[src/rtl/stages_definition_pkg.sv]
// Shared types for the hazard/forwarding unit: forward-select encoding,
// shadow pipeline entry layout and default sizing.
package stages_definition_pkg;

   localparam int unsigned REG_W_DEFAULT    = 4;
   localparam int unsigned TRIG_LAT_DEFAULT = 8;
   // Shadow entries carry a fixed-width rd so the struct is usable for any REG_W up to this.
   localparam int unsigned RD_MAX_W         = 8;

   typedef enum logic [1:0] {
      FWD_RF  = 2'b00,
      FWD_WB  = 2'b01,
      FWD_MEM = 2'b10
   } fwd_sel_t;

   typedef struct packed {
      logic                valid;
      logic [RD_MAX_W-1:0] rd;
      logic                reg_write;
      logic                mem_read;
   } shadow_entry_t;

   // Register 0 is hardwired to zero, so it never produces a forwarding hit.
   function automatic logic rd_hit(input logic                valid,
                                   input logic                reg_write,
                                   input logic [RD_MAX_W-1:0] rd,
                                   input logic [RD_MAX_W-1:0] src);
      return valid && reg_write && (src != '0) && (rd == src);
   endfunction

endpackage

[src/rtl/fwd_select.sv]
// Priority match of one decode source register against the E and M shadow entries.
module fwd_select
   import stages_definition_pkg::*;
#(
   parameter int unsigned REG_W = REG_W_DEFAULT
) (
   input  logic [REG_W-1:0] src,
   input  shadow_entry_t    ent_e,
   input  shadow_entry_t    ent_m,
   output fwd_sel_t         sel_c,
   output logic             load_hit_c
);

   logic hit_e;
   logic hit_m;
   logic unused_m_mem_read;

   assign unused_m_mem_read = ent_m.mem_read;

   assign hit_e = rd_hit(ent_e.valid, ent_e.reg_write, ent_e.rd, RD_MAX_W'(src));
   assign hit_m = rd_hit(ent_m.valid, ent_m.reg_write, ent_m.rd, RD_MAX_W'(src));

   // The producer in E is younger than the one in M, so it wins.
   always_comb begin
      sel_c = FWD_RF;
      if (hit_e) begin
         sel_c = FWD_MEM;
      end else if (hit_m) begin
         sel_c = FWD_WB;
      end
   end

   assign load_hit_c = hit_e & ent_e.mem_read;

endmodule

[src/rtl/hazard_forward_unit.sv]
// Operand-forwarding selects for Execute plus load-use and trig-unit
// stall/bubble control, driven from a shadow copy of the EXE/MEM stages.
module hazard_forward_unit
   import stages_definition_pkg::*;
#(
   parameter int unsigned REG_W    = REG_W_DEFAULT,
   parameter int unsigned TRIG_LAT = TRIG_LAT_DEFAULT
) (
   input  logic             clk,
   input  logic             rst,
   input  logic             dValid,
   input  logic [REG_W-1:0] dRs1,
   input  logic [REG_W-1:0] dRs2,
   input  logic [REG_W-1:0] dRa0,
   input  logic [REG_W-1:0] dRa1,
   input  logic [REG_W-1:0] dRd,
   input  logic             dRegWrite,
   input  logic             dMemRead,
   input  logic             dTrig,
   output logic [1:0]       forwardAluSrc1,
   output logic [1:0]       forwardAluSrc2,
   output logic [1:0]       forwardAx,
   output logic [1:0]       forwardAy,
   output logic             stallF,
   output logic             stallD,
   output logic             flushE,
   output logic             stallE,
   output logic             trigBusy
);

   localparam int unsigned CNT_W   = $clog2(TRIG_LAT);
   localparam int unsigned N_SRC   = 4;

   // The register file is write-through, so an entry leaving M has no
   // observable effect here and no WB shadow entry is kept.
   shadow_entry_t   e_q, e_d;
   shadow_entry_t   m_q, m_d;
   shadow_entry_t   dec_ent;
   logic [CNT_W-1:0] cnt_q, cnt_d;
   fwd_sel_t        sel_q [N_SRC];
   fwd_sel_t        sel_d [N_SRC];
   fwd_sel_t        sel_c [N_SRC];
   logic [REG_W-1:0] src [N_SRC];
   logic [N_SRC-1:0] load_hit_c;
   logic            trig_busy;
   logic            load_use;

   assign src[0] = dRs1;
   assign src[1] = dRs2;
   assign src[2] = dRa0;
   assign src[3] = dRa1;

   for (genvar g = 0; g < N_SRC; g++) begin : g_fwd
      fwd_select #(.REG_W(REG_W)) u_fwd (
         .src        (src[g]),
         .ent_e      (e_q),
         .ent_m      (m_q),
         .sel_c      (sel_c[g]),
         .load_hit_c (load_hit_c[g])
      );
   end

   assign dec_ent   = '{dValid, RD_MAX_W'(dRd), dRegWrite, dMemRead};
   assign trig_busy = (cnt_q != '0);
   // A resident trig instruction masks load-use until its last EXE cycle.
   assign load_use  = dValid & ~trig_busy & (|load_hit_c);

   assign stallF   = trig_busy | load_use;
   assign stallD   = trig_busy | load_use;
   assign flushE   = load_use;
   assign stallE   = trig_busy;
   assign trigBusy = trig_busy;

   assign forwardAluSrc1 = sel_q[0];
   assign forwardAluSrc2 = sel_q[1];
   assign forwardAx      = sel_q[2];
   assign forwardAy      = sel_q[3];

   // Next shadow state: hold for trig, bubble for load-use, else advance.
   always_comb begin
      e_d   = e_q;
      m_d   = m_q;
      cnt_d = cnt_q;
      sel_d = sel_q;
      if (trig_busy) begin
         cnt_d = cnt_q - CNT_W'(1);
         m_d   = '0;
      end else if (load_use) begin
         e_d = '0;
         m_d = e_q;
         for (int i = 0; i < N_SRC; i++) begin
            sel_d[i] = FWD_RF;
         end
      end else begin
         e_d   = dec_ent;
         m_d   = e_q;
         sel_d = sel_c;
         if (dValid && dTrig) begin
            cnt_d = CNT_W'(TRIG_LAT - 1);
         end
      end
   end

   always_ff @(posedge clk) begin
      if (rst) begin
         e_q   <= '0;
         m_q   <= '0;
         cnt_q <= '0;
         for (int i = 0; i < N_SRC; i++) begin
            sel_q[i] <= FWD_RF;
         end
      end else begin
         e_q   <= e_d;
         m_q   <= m_d;
         cnt_q <= cnt_d;
         sel_q <= sel_d;
      end
   end

endmodule

[config.mk]
export PLATFORM = sky130hd
export DESIGN_NAME = hazard_forward_unit
export DESIGN_NICKNAME = d
export VERILOG_FILES = /design/src/rtl/stages_definition_pkg.sv /design/src/rtl/fwd_select.sv /design/src/rtl/hazard_forward_unit.sv
export SDC_FILE = /design/constraint.sdc
export NUM_CORES = 1
export LEC_CHECK = 0
export ABC_AREA = 1
export BUFFER_PORTS_ARGS = -buffer_cell sky130_fd_sc_hd__buf_2
export CAP_MARGIN = 30
export CORE_MARGIN = 1.5
export CORE_UTILIZATION = 50
export CTS_CLUSTER_DIAMETER = 120
export DETAILED_ROUTE_END_ITERATION = 10
export GPL_TIMING_DRIVEN = 0
export PLACE_DENSITY = 0.83
export SYNTH_ARGS = -nofsm -noshare
export SYNTH_HDL_FRONTEND = slang
export SYNTH_SLANG_ARGS = --single-unit
[constraint.sdc]
create_clock -name clk -period 3.95 [get_ports clk]
set_clock_uncertainty 0.2 [all_clocks]
set_input_delay 0.5925 -clock clk [delete_from_list [all_inputs] [get_ports clk]]
set_output_delay 0.5925 -clock clk [all_outputs]
set_load 0.005 [all_outputs]
==> impl_metrics.tcl <==
set metrics [dict create \
    finalSetupTns_ps 0 \
    cts_sinks 24 \
    outcome "complete, no violations" \
    syn_area_per_cell_sq_um 5.85 \
    p_leak_uw 0.00100 \
    end_kind "primary output" \
    antenna_found_initial 0 \
    ctsResizeCount 0 \
    hold_viol_final 0 \
    hp-start "e_q[1]$_SDFFE_PP0N_" \
    track_usage_pct 22.9 \
    clk_pin_slew_ps 130 \
    rows 20 \
    min_period_over_period_pct 74.8 \
    io_pins 39 \
    maxSlewHeadroom_pct 67.7 \
    synth_top_area_share_pct 31.0 \
    design.core.area_sq_mm 0.00300 \
    drcViolationCount 0 \
    overflow 0 \
    cts_max_level 1 \
    dieWidth_um 58.7 \
    vias 1709 \
    crit_type "flop to primary output" \
    ant_nets 0 \
    wl_per_cell_um 10.5 \
    arrival_ps 2160 \
    yosysWarnings 0 \
    synth_area_leader_cell "dfxtp_1" \
    grt_max_degree 15 \
    cp_slowest_stage_delay_ps 350 \
    crit_fanout 10 \
    fin_hold_ws_ps 262 \
    wl_um 3550 \
    cts_root_buf "clkbuf_4" \
    yosysMostFrequentCell "nand2_1" \
    async_flop_share_pct 0 \
    critPathTopFamily "buffers and inverters" \
    yosysUniqueCellTypes 21 \
    dpl.cell_count 335 \
    p_total_uw 871 \
    fin_nets 335 \
    synth_seq_area_share_pct 31.0 \
    syn-instance-count 265 \
    powerDensity_mw_per_mm2 477 \
    syn_area_sq_mm 0.00155 \
    synth_common_cells "93 x nand2_1, 36 x inv_1, 32 x nor2_1" \
    synth_area_leaders "dfxtp_1 31%, nand2_1 23%, inv_1 8.7%" \
    path_cells "inv_1, ha_1, nand2_1, clkinv_1, clkbuf_1, nand2_1, buf_4, buf_2" \
    cts_tree "yes" \
    cpMaxStageDelayCell "dfxtp_1" \
    dpl.hpwl_um 2810 \
    critPathRequiredTime_ps 3160 \
    gp_congestion 1.01 \
    crit_buf_inv 5 \
    drv_slew 0 \
    finish.utilization_pct 60.9 \
    grt_pass1_wl_um 6170 \
    cp_common_cell "nand2_1" \
    numCtsBuffers 3 \
    worstHoldPathType "flop to flop" \
    cts_setup_buffers 0 \
    vias_per_cell 5.04 \
    clock_latency_ps 320 \
    drt_pre_antenna_iters 4 \
    syn_nets 293 \
    clk_path_buf_depth 2 \
    synth.ff_latch_count 24 \
    holdBufCountCts 0 \
    critPathLaunchType "flop" \
    worst_slew_pin_slew_ps 485 \
    setup_viol 0 \
    die_y_um 58.7 \
    ys.flop_type "dfxtp_1" \
    synth-edff-count 0 \
    initial_core_util_pct 51.6 \
    syn_to_final_growth_pct 18.0 \
    period_needed_ps 2960 \
    drive_gt1_share_pct 17.6 \
    grt_pass1_vias 1489 \
    drt_iter0_drc 87 \
    antenna_cells 0 \
    peakVddDrop_uv 375 \
    fmax_mhz 338 \
    maxCapViolCount 0 \
    port_buffers 37 \
    r2r-start "cnt_q[0]$_SDFFE_PP0P_" \
    fin_cells 339 \
    rsz0062_at_grt "no" \
    dieArea_sq_mm 0.00344 \
    worstSetupStartpoint "cnt_q[0]$_SDFFE_PP0P_" \
]
[per-layer routing]
layer  global-route usage [%]  part of all wire, %  vias to the layer above
li1                         -                    -                      894
met1                     30.2                   47                      773
met2                     39.5                   47                       35
met3                     3.30                  4.7                        7
met4                     5.84                  1.4                        0
met5                        0                    0                        -
[per-stage QoR]
step	setup WS [ps]	instance area, sq um
2_1_floorplan	1680	1550
3_3_place_gp	1310	1780
3_5_place_dp	1310	1780
4_1_cts	971	1830
5_1_grt	737	1830
6_report	995	1830
[report_power, final]
group / internal, uW / total (uW) / switching (uW)
clock: 103 / 177 / 74.3
combinational: 140 / 369 / 229
sequential: 283 / 325 / 42.7
total: 526 / 871 / 346
[worst register-to-register path, cell delays in order (launching register included)]
cell	delay, ps
dfxtp_1	350
inv_1	70
ha_1	190
nand2_1	270
clkinv_1	330
clkbuf_1	300
nand3_1	150
a21oi_1	70
[flip-flops by register name, summed over array words and instances (netlist names)]
signal and flops:
e_q 7, m_q 6, cnt_q 3, forwardAluSrc1 2, forwardAluSrc2 2, forwardAx 2, forwardAy 2
[cell usage in the layout (no fill, tap or decap), drive strengths merged, types with 2 or more instances in the layout]
cell	Yosys	layout
xnor2	2	2
a21oi	26	26
nand3	21	21
o21ai	2	2
nor2	32	32
clkbuf	3	6
buf	5	42
nand4	4	4
dfxtp	24	24
nand2	94	94
ha	2	2
inv	41	41
xor2	6	6
[cells by family after synthesis]
| kind of cell | after synthesis | synth area share [%] |
|---|---|---|
| and+or+nand+nor | 153 | 40.5 |
| buffers and inverters | 50 | 13.3 |
| AOI/OAI and AO/OA | 28 | 9.05 |
| DFF | 24 | 31.0 |
| xor gates and xnor gates | 8 | 4.52 |
| adders and majority gates | 2 | 1.62 |
[final cells by class]
type                       instances  area [sq um]
fill                             308          1170
clock buffer                       3          22.5
inverter                          42           158
buffer                             8          48.8
tap                               33          41.3
sequential                        24           480
clock inverter                     1          30.0
timing repair buffer              37           185
multi-input combinational        191           862
[path summary, 6_finish.rpt]
path / endpoint / slack (ps) / cells after the start
worst max-delay path: stallF / 990 / 8
worst max register to register: forwardAluSrc2[1]$_SDFFE_PP0N_ / 1910 / 7
worst min register to register: m_q[1]$_SDFF_PP0_ / 260 / 2
worst min-delay path: m_q[1]$_SDFF_PP0_ / 260 / 2
Note: power is estimated with default switching activity, not from simulation.
